File: config.mk
export PLATFORM = sky130hd
export DESIGN_NAME = key_command_ctrl
export DESIGN_NICKNAME = d
export VERILOG_FILES = /design/src/rtl/key_command_ctrl.sv
export SDC_FILE = /design/constraint.sdc
export NUM_CORES = 1
export LEC_CHECK = 0
export BUFFER_PORTS_ARGS = -buffer_cell sky130_fd_sc_hd__buf_2
export CORE_MARGIN = 5
export CORE_UTILIZATION = 60
export DETAILED_ROUTE_END_ITERATION = 7
export HOLD_SLACK_MARGIN = 0.06
export PLACE_DENSITY = 0.86
export RECOVER_POWER = 50
export SETUP_SLACK_MARGIN = 0.2
export SYNTH_ARGS = -nofsm -noshare
export SYNTH_HDL_FRONTEND = slang
export SYNTH_SLANG_ARGS = --single-unit
export TNS_END_PERCENT = 5
File: constraint.sdc
create_clock -name clk_50mhz -period 5 [get_ports clk_50mhz]
set_clock_uncertainty 0.2 [all_clocks]
set_input_delay 0.5 -clock clk_50mhz [delete_from_list [all_inputs] [get_ports clk_50mhz]]
set_output_delay 0.5 -clock clk_50mhz [all_outputs]
set_load 0.05 [all_outputs]
File: src/rtl/key_command_ctrl.sv
// Purpose: turns PS/2 scan-code bytes into Pac-Man direction commands, held-key map and pause strobes.
// Latency: 1 cycle from the code_valid byte that completes a sequence to the updated outputs.
// Backpressure: none on input; latest direction command is held pending until move_ack.
module key_command_ctrl #(
    parameter int PREFIX_TIMEOUT = 50000,
    parameter int TMO_W          = 16
) (
    input  logic       clk_50mhz,
    input  logic       reset,
    input  logic [7:0] code_in,
    input  logic       code_valid,
    input  logic       move_ack,
    output logic [1:0] dir_code,
    output logic       dir_valid,
    output logic [3:0] held,
    output logic       pause_pulse,
    output logic       seq_error
);

    typedef enum logic [1:0] {
        IDLE     = 2'd0,
        GOT_E0   = 2'd1,
        GOT_F0   = 2'd2,
        GOT_E0F0 = 2'd3
    } state_t;

    localparam logic [7:0]       CODE_E0  = 8'hE0;
    localparam logic [7:0]       CODE_F0  = 8'hF0;
    localparam logic [TMO_W-1:0] TMO_LAST = TMO_W'(PREFIX_TIMEOUT - 1);

    state_t           state;
    state_t           nxt_state;
    logic [TMO_W-1:0] tmo_cnt;
    logic             p_held;

    // Decoded key event for this cycle
    logic             ev_vld;
    logic             ev_ext;
    logic             ev_brk;
    logic             err_nxt;
    logic             key_dir_hit;
    logic [1:0]       key_dir;
    logic             key_pause;

    // Prefix state machine next-state and key-event extraction
    always_comb begin
        nxt_state = state;
        err_nxt   = 1'b0;
        ev_vld    = 1'b0;
        ev_ext    = 1'b0;
        ev_brk    = 1'b0;
        if (code_valid) begin
            case (state)
                IDLE: begin
                    if (code_in == CODE_E0)      nxt_state = GOT_E0;
                    else if (code_in == CODE_F0) nxt_state = GOT_F0;
                    else                         ev_vld    = 1'b1;
                end
                GOT_E0: begin
                    if (code_in == CODE_F0)      nxt_state = GOT_E0F0;
                    else if (code_in == CODE_E0) nxt_state = GOT_E0;
                    else begin
                        nxt_state = IDLE;
                        ev_vld    = 1'b1;
                        ev_ext    = 1'b1;
                    end
                end
                GOT_F0: begin
                    if (code_in == CODE_F0) nxt_state = GOT_F0;
                    else if (code_in == CODE_E0) begin
                        // E0 after F0 is out of order: resync onto the new prefix
                        nxt_state = GOT_E0;
                        err_nxt   = 1'b1;
                    end else begin
                        nxt_state = IDLE;
                        ev_vld    = 1'b1;
                        ev_brk    = 1'b1;
                    end
                end
                default: begin
                    nxt_state = IDLE;
                    if (code_in == CODE_E0 || code_in == CODE_F0) begin
                        err_nxt = 1'b1;
                    end else begin
                        ev_vld = 1'b1;
                        ev_ext = 1'b1;
                        ev_brk = 1'b1;
                    end
                end
            endcase
        end else if (state != IDLE && tmo_cnt == TMO_LAST) begin
            nxt_state = IDLE;
            err_nxt   = 1'b1;
        end
    end

    // Key map lookup; unmapped codes (including E0 12 fake shift) produce no hit
    always_comb begin
        key_dir_hit = 1'b0;
        key_dir     = 2'd0;
        key_pause   = 1'b0;
        if (ev_vld) begin
            if (ev_ext) begin
                case (code_in)
                    8'h75:   begin key_dir_hit = 1'b1; key_dir = 2'd0; end
                    8'h72:   begin key_dir_hit = 1'b1; key_dir = 2'd1; end
                    8'h6B:   begin key_dir_hit = 1'b1; key_dir = 2'd2; end
                    8'h74:   begin key_dir_hit = 1'b1; key_dir = 2'd3; end
                    default: ;
                endcase
            end else begin
                case (code_in)
                    8'h1D:   begin key_dir_hit = 1'b1; key_dir = 2'd0; end
                    8'h1B:   begin key_dir_hit = 1'b1; key_dir = 2'd1; end
                    8'h1C:   begin key_dir_hit = 1'b1; key_dir = 2'd2; end
                    8'h23:   begin key_dir_hit = 1'b1; key_dir = 2'd3; end
                    8'h4D:   key_pause = 1'b1;
                    default: ;
                endcase
            end
        end
    end

    // State, timeout counter and registered command outputs
    always_ff @(posedge clk_50mhz) begin
        if (reset) begin
            state       <= IDLE;
            tmo_cnt     <= '0;
            p_held      <= 1'b0;
            dir_code    <= 2'd0;
            dir_valid   <= 1'b0;
            held        <= 4'd0;
            pause_pulse <= 1'b0;
            seq_error   <= 1'b0;
        end else begin
            state       <= nxt_state;
            seq_error   <= err_nxt;
            pause_pulse <= 1'b0;

            if (code_valid || nxt_state == IDLE) tmo_cnt <= '0;
            else                                 tmo_cnt <= tmo_cnt + 1'b1;

            // Ack first so a same-cycle new command overrides it
            if (dir_valid && move_ack) dir_valid <= 1'b0;

            if (key_dir_hit) begin
                if (ev_brk) begin
                    held[key_dir] <= 1'b0;
                end else if (!held[key_dir]) begin
                    held[key_dir] <= 1'b1;
                    dir_code      <= key_dir;
                    dir_valid     <= 1'b1;
                end
            end

            if (key_pause) begin
                if (ev_brk) begin
                    p_held <= 1'b0;
                end else if (!p_held) begin
                    p_held      <= 1'b1;
                    pause_pulse <= 1'b1;
                end
            end
        end
    end

endmodule

Word level (Yosys, flattened, before mapping)
Index checks and enable logic that the tools add are counted.

cells by class
  $add $sub $neg = 1
  $mul = 0
  div/mod/pow operators = 0
  magnitude comparators = 2
  equal/unequal tests = 15
  shifts and indexed selects = 0
  multiplexer cells = 48
  bitwise operators = 6
  reductions and logical operators = 17

operators with widths
  kind                                                                   number
  8-bit by 7-bit == test with 1-bit output (second input constant)       5
  1-bit two-way mux                                                      29
  8-bit by 5-bit == test with 1-bit output (second input constant)       3
  2-bit one-hot mux with 3 select lines                                  3
  16-bit by 1-bit adder with 16-bit output (second input constant)       1
  16-bit == test (second input constant)                                 1
  8-bit == test (second input constant)                                  2
  2-bit two-way mux                                                      8
  8-bit by 6-bit == test with 1-bit output (second input constant)       1
  4-bit two-way mux                                                      2
  1-bit one-hot mux with 2 select lines                                  4
  2-bit OR reduction                                                     4
  4-bit OR reduction                                                     2
  4-bit bitwise AND                                                      1
  2-bit zero test                                                        2
  4-bit NOT                                                              1
  4-bit bitwise OR                                                       1
  1-bit logical AND                                                      3
  2-bit by 3-bit < comparator with 1-bit output (second input constant)  1
  1-bit NOT                                                              3
  3-bit AND reduction                                                    1
  3-bit OR reduction                                                     1
  1-bit binary-select mux with 2-bit select                              1
  1-bit demux with 2-bit select                                          1
  7 further kinds                                                        8

storage, ports and cells
  bits in registers = 28
  bits in latches = 0
  memory bits (writable) = 0
  memory bits (read-only) = 0
  memories kept = 0

Longest topological paths before layout
  depth after elaboration = 14
  depth in mapped cells = 10
  mapped depth without buffers = 9

Worst setup path before layout
Ideal clock, no wire load.

  kind = input to register
  start = input port code_in[1]
  end = register dir_code[0]
  setup time = 0.116 ns
  arrival time = 1.977 ns
  required time = 4.684 ns
  path slack = 2.707 ns
  cell stages on the path = 6
  path through = or3b_4 > nor2_4 > nor2_2 > a221o_2 > nand4b_4 > a41o_1

on the way
  word-level cells in the longest chain between the ends = 11
  elaborated cells on any way between the ends = 37
  those cells by class = eq/ne (10); mux (21); bitwise (2); reduce/logical (4)

ends and longest elaborated chain
  what                                                          RTL line    source
  start: declaration                                            10          input logic [7:0] code_in,
  8-bit == test (on tied branches)                              --
  1-bit two-way mux / 1-bit logical OR (equally long branches)  61, 70, 82
  1-bit two-way mux (on tied branches)                          69, 82
  1-bit one-hot mux with 2 select lines                         53          case (state)
  1-bit two-way mux                                             52          if (code_valid) begin
  2-bit two-way mux                                             103         if (ev_ext) begin
  2-bit two-way mux                                             102         if (ev_vld) begin
  1-bit binary-select mux with 2-bit select                     149         end else if (!held[key_dir]) begin
  1-bit two-way mux (implied by the code)                       149
  1-bit NOT (no line)                                           --
  3-bit AND reduction (no line)                                 --
  end signal: assignment                                        151         dir_code <= key_dir;
  end: declaration                                              13          output logic [1:0] dir_code,

Parallel ways exist; a longest one is shown, timed or not. The select of a mux whose other input is x is not followed.
A chain may end at the register's enable or synchronous reset.

Worst setup path after layout
  start = register state[0]
  end = register dir_code[0]

on the way
  word-level cells in the longest chain between the ends = 10
  elaborated cells on any way between the ends = 21
  those cells by class = eq/ne (2); mux (12); bitwise (2); reduce/logical (5)

ends and longest elaborated chain
  what                                                     RTL line  source
  start: declaration                                       31        state_t state;
  start signal: assignment                                 136       state <= nxt_state;
  2-bit == test / 2-bit zero test (equally long branches)  53
  2-bit OR reduction (no line)                             --
  1-bit one-hot mux with 2 select lines                    53
  1-bit two-way mux                                        52
  2-bit two-way mux                                        103
  2-bit two-way mux                                        102
  1-bit binary-select mux with 2-bit select                149
  1-bit two-way mux (implied by the code)                  149
  1-bit NOT (no line)                                      --
  3-bit AND reduction (no line)                            --

Parallel ways exist; a longest one is shown, timed or not. The select of a mux whose other input is x is not followed.

==> flow_metrics.py <==
metrics = {
    "die": {
        "initial_core_util_pct": 61.53,
        "die_y_um": 62.49,
        "dieArea_mm2": 0.003904,
        "die_w_um": 62.49,
        "rows": 19,
        "core_area_mm2": 0.002686,
        "ios": 21,
    },
    "placement": {
        "gp_congestion": 0.8737,
        "pre_cts_slack_ns": 2.386,
        "io_buffers": 20,
        "dp_hpwl_mm": 2.649,
    },
    "timing": {
        "maxSlewHeadroom_pct": 58.00,
        "tightest_slew_ns": 0.6327,
        "hold_viol": 0,
        "max_freq_ghz": 0.3610,
        "finalWorstSetupSlack_ns": 2.230,
        "finalSetupViolations": 0,
        "rsz0062_at_grt": "no",
        "fin_crit_sh_pct": 55.40,
        "period_needed_ns": 2.770,
        "maxSlewViolCount": 0,
        "fin_setup_tns_ns": 0,
    },
    "logic_synthesis": {
        "syn_avg_cell_area_um2": 9.032,
        "ys_ff_latch": 28,
        "synth.largest_area_cell": "dfxtp_1",
        "yosysWarningCount": 0,
        "ys.flop_type": "dfxtp_1",
        "synth_nets": 200,
        "yosys-top-cells-count": "nor2_1, dfxtp_1, nand3_1",
        "yosys-top-cells-area": "dfxtp_1, nor2_1, xor2_1",
        "synth_edf_count": 0,
        "syn_inst": 183,
        "yosysMostFrequentCell": "nor2_1",
        "ys_async_sr_fraction_pct": 0,
        "ys_types": 56,
        "synth_top_area_share_pct": 33.91,
        "yosysSeqAreaShare_pct": 33.91,
        "syn-cell-area_mm2": 0.001653,
    },
    "global_routing": {
        "grt_overflow": 0,
        "grt_pass1_wl_mm": 6.189,
        "antenna_found_initial": 0,
        "grt_usage_pct": 18.70,
        "grt_pass1_vias": 1426,
        "grt_max_degree": 17,
    },
    "setup_path": {
        "startpoint_type": "flip-flop",
        "slowest_delay_ns": 0.54,
        "cp_top_family": "compound AO/OA/AOI/OAI gates",
        "crit_fanout": 6,
        "critPathRequiredTime_ns": 5.04,
        "end_kind": "flip-flop",
        "critical_path_class": "flip-flop to flip-flop",
        "path_buf_inv": 0,
        "crit_path_cell_trace": "ha_1 -> o21ai_0 -> o21bai_1 -> a211oi_1 -> nand2_1 -> nand4b_1 -> a211oi_2 -> a41o_1",
        "cp.arrival_ns": 2.81,
        "cp_slowest_cell": "a211oi_1",
    },
    "routing": {
        "drt_iter0_drc": 100,
        "viasPerCell": 6.165,
        "wl_mm": 3.529,
        "drc": 0,
        "ant_nets": 0,
        "wl_per_cell_um": 14.95,
        "vias": 1455,
        "firstDrtPassIters": 4,
    },
    "power_and_ir_drop": {
        "powerDensity_mw_per_mm2": 222.9,
        "p_leak_nw": 0.6070,
        "power_frac_comb_pct": 7.6,
        "clkPwrFrac_pct": 36.5,
        "switchingPower_mw": 0.08472,
        "ir_worst_vdd_mv": 0.1707,
        "p_int_mw": 0.3166,
        "swShare_pct": 21.11,
        "power_frac_seq_pct": 55.9,
    },
    "clock_network": {
        "cts_resized": 0,
        "postCtsSetupBuffers": 0,
        "cts_hold_buffers": 0,
        "clockRootBuffer": "clkbuf_4",
        "cts_tree": "done",
        "cts.path.max_buffers": 2,
        "cts.sinks": 28,
        "cts_buffers": 3,
        "clock_latency_ns": 0.33,
        "htree_levels": 1,
        "clk_pin_slew_worst_paths_ns": 0.15,
    },
    "worst_hold_path": {
        "min_path_type": "input pin to flip-flop",
    },
    "layout": {
        "final_nets": 223,
        "area_growth_pct": 8.933,
        "final_layout_size_suffix_gt1_share_pct": 14.63,
        "diodes": 0,
    },
    "outcome": {
        "run_status": "finished clean",
    },
    "flow_run": {
        "drv_cap": 0,
    },
}
==> layout make-up <==
cell class	instances	area [um^2]
Fill cell	236	885.9
Clock buffer	3	22.52
Multi-Input combinational cell	145	1027
Clock inverter	1	30.03
Inverter	8	32.53
Tap cell	31	38.79
Timing Repair Buffer	20	88.84
Sequential cell	28	560.5
==> worst paths after layout <==
check,start,end,slack (ns),cells after the start
worst max register to register,state[0]$_SDFF_PP0_,dir_code[0]$_SDFFE_PP0P_,2.23,8
worst min register to register,p_held$_SDFFE_PP0N_,pause_pulse$_SDFF_PP0_,0.25,1
worst min-delay path,move_ack,dir_valid$_SDFF_PP0_,0.24,3
worst max-delay path,state[0]$_SDFF_PP0_,dir_code[0]$_SDFFE_PP0P_,2.23,8
==> power groups by stage <==
stage | sequential [mW] | clock (mW) | combinational, mW
after detailed placement | 0.229 | 0 | 0.0303
after floorplan | 0.231 | 0 | 0.0159
after global routing | 0.224 | 0.162 | 0.0330
after CTS | 0.224 | 0.150 | 0.0305
after global placement | 0.229 | 0 | 0.0288
final | 0.224 | 0.147 | 0.0306
==> through the flow <==
stage	area, um^2	std cells	util (%)	total power [mW]	hold WS, ns
floorplan	1653	183	-	0.2465	0.1983
global placement	1783	232	66.37	0.2577	0.2117
detailed placement	1783	232	66.37	0.2592	0.2245
CTS	1836	236	68.33	0.4051	0.2327
global route	1800	236	67.02	0.4190	0.2350
finish	1800	236	67.02	0.4013	0.2379
==> layout by cell type (no fill, tap or decap), types with 2 or more instances in the layout <==
master	n
nor2_1	33
dfxtp_1	28
nand3_1	11
buf_2	11
xor2_1	9
clkbuf_1	9
inv_1	7
nand2_1	7
a31oi_1	6
xnor2_1	6
nand2b_1	5
o21ai_0	5
and3_1	5
ha_1	5
a211oi_1	4
a21oi_1	3
nand4b_1	3
clkbuf_4	3
or2b_1	2
nor4b_1	2
nor4_1	2
o21bai_1	2
o211ai_1	2
nor2b_1	2
nor3b_1	2
a311oi_1	2
mux2i_1	2
==> cells by family after synthesis <==
logic type,Yosys count,share of synthesized area [%]
AOI/OAI and AO/OA,34,16.96
buffers and inverters,10,2.498
and+or+nand+nor,89,33.69
DFF,28,33.91
muxes,2,1.211
adders and majority gates,5,3.785
xor gates and xnor gates,15,7.949
==> tightest hold or removal path, stage by stage <==
cell and delay [ns]:
buf_2 0.07, nand2b_1 0.09, a31oi_1 0.07
==> layer usage <==
| layer | wire length (um) | GRT usage, % | vias to the layer above |
|---|---|---|---|
| met1 | 1546 | 23.50 | 701 |
| met3 | 178 | 3.058 | 7 |
| met2 | 1741 | 32.12 | 40 |
| met4 | 63 | 6.366 | 0 |
| li1 | - | - | 707 |
| met5 | 0 | 0 | - |
Power figures use the tool's default switching activity.
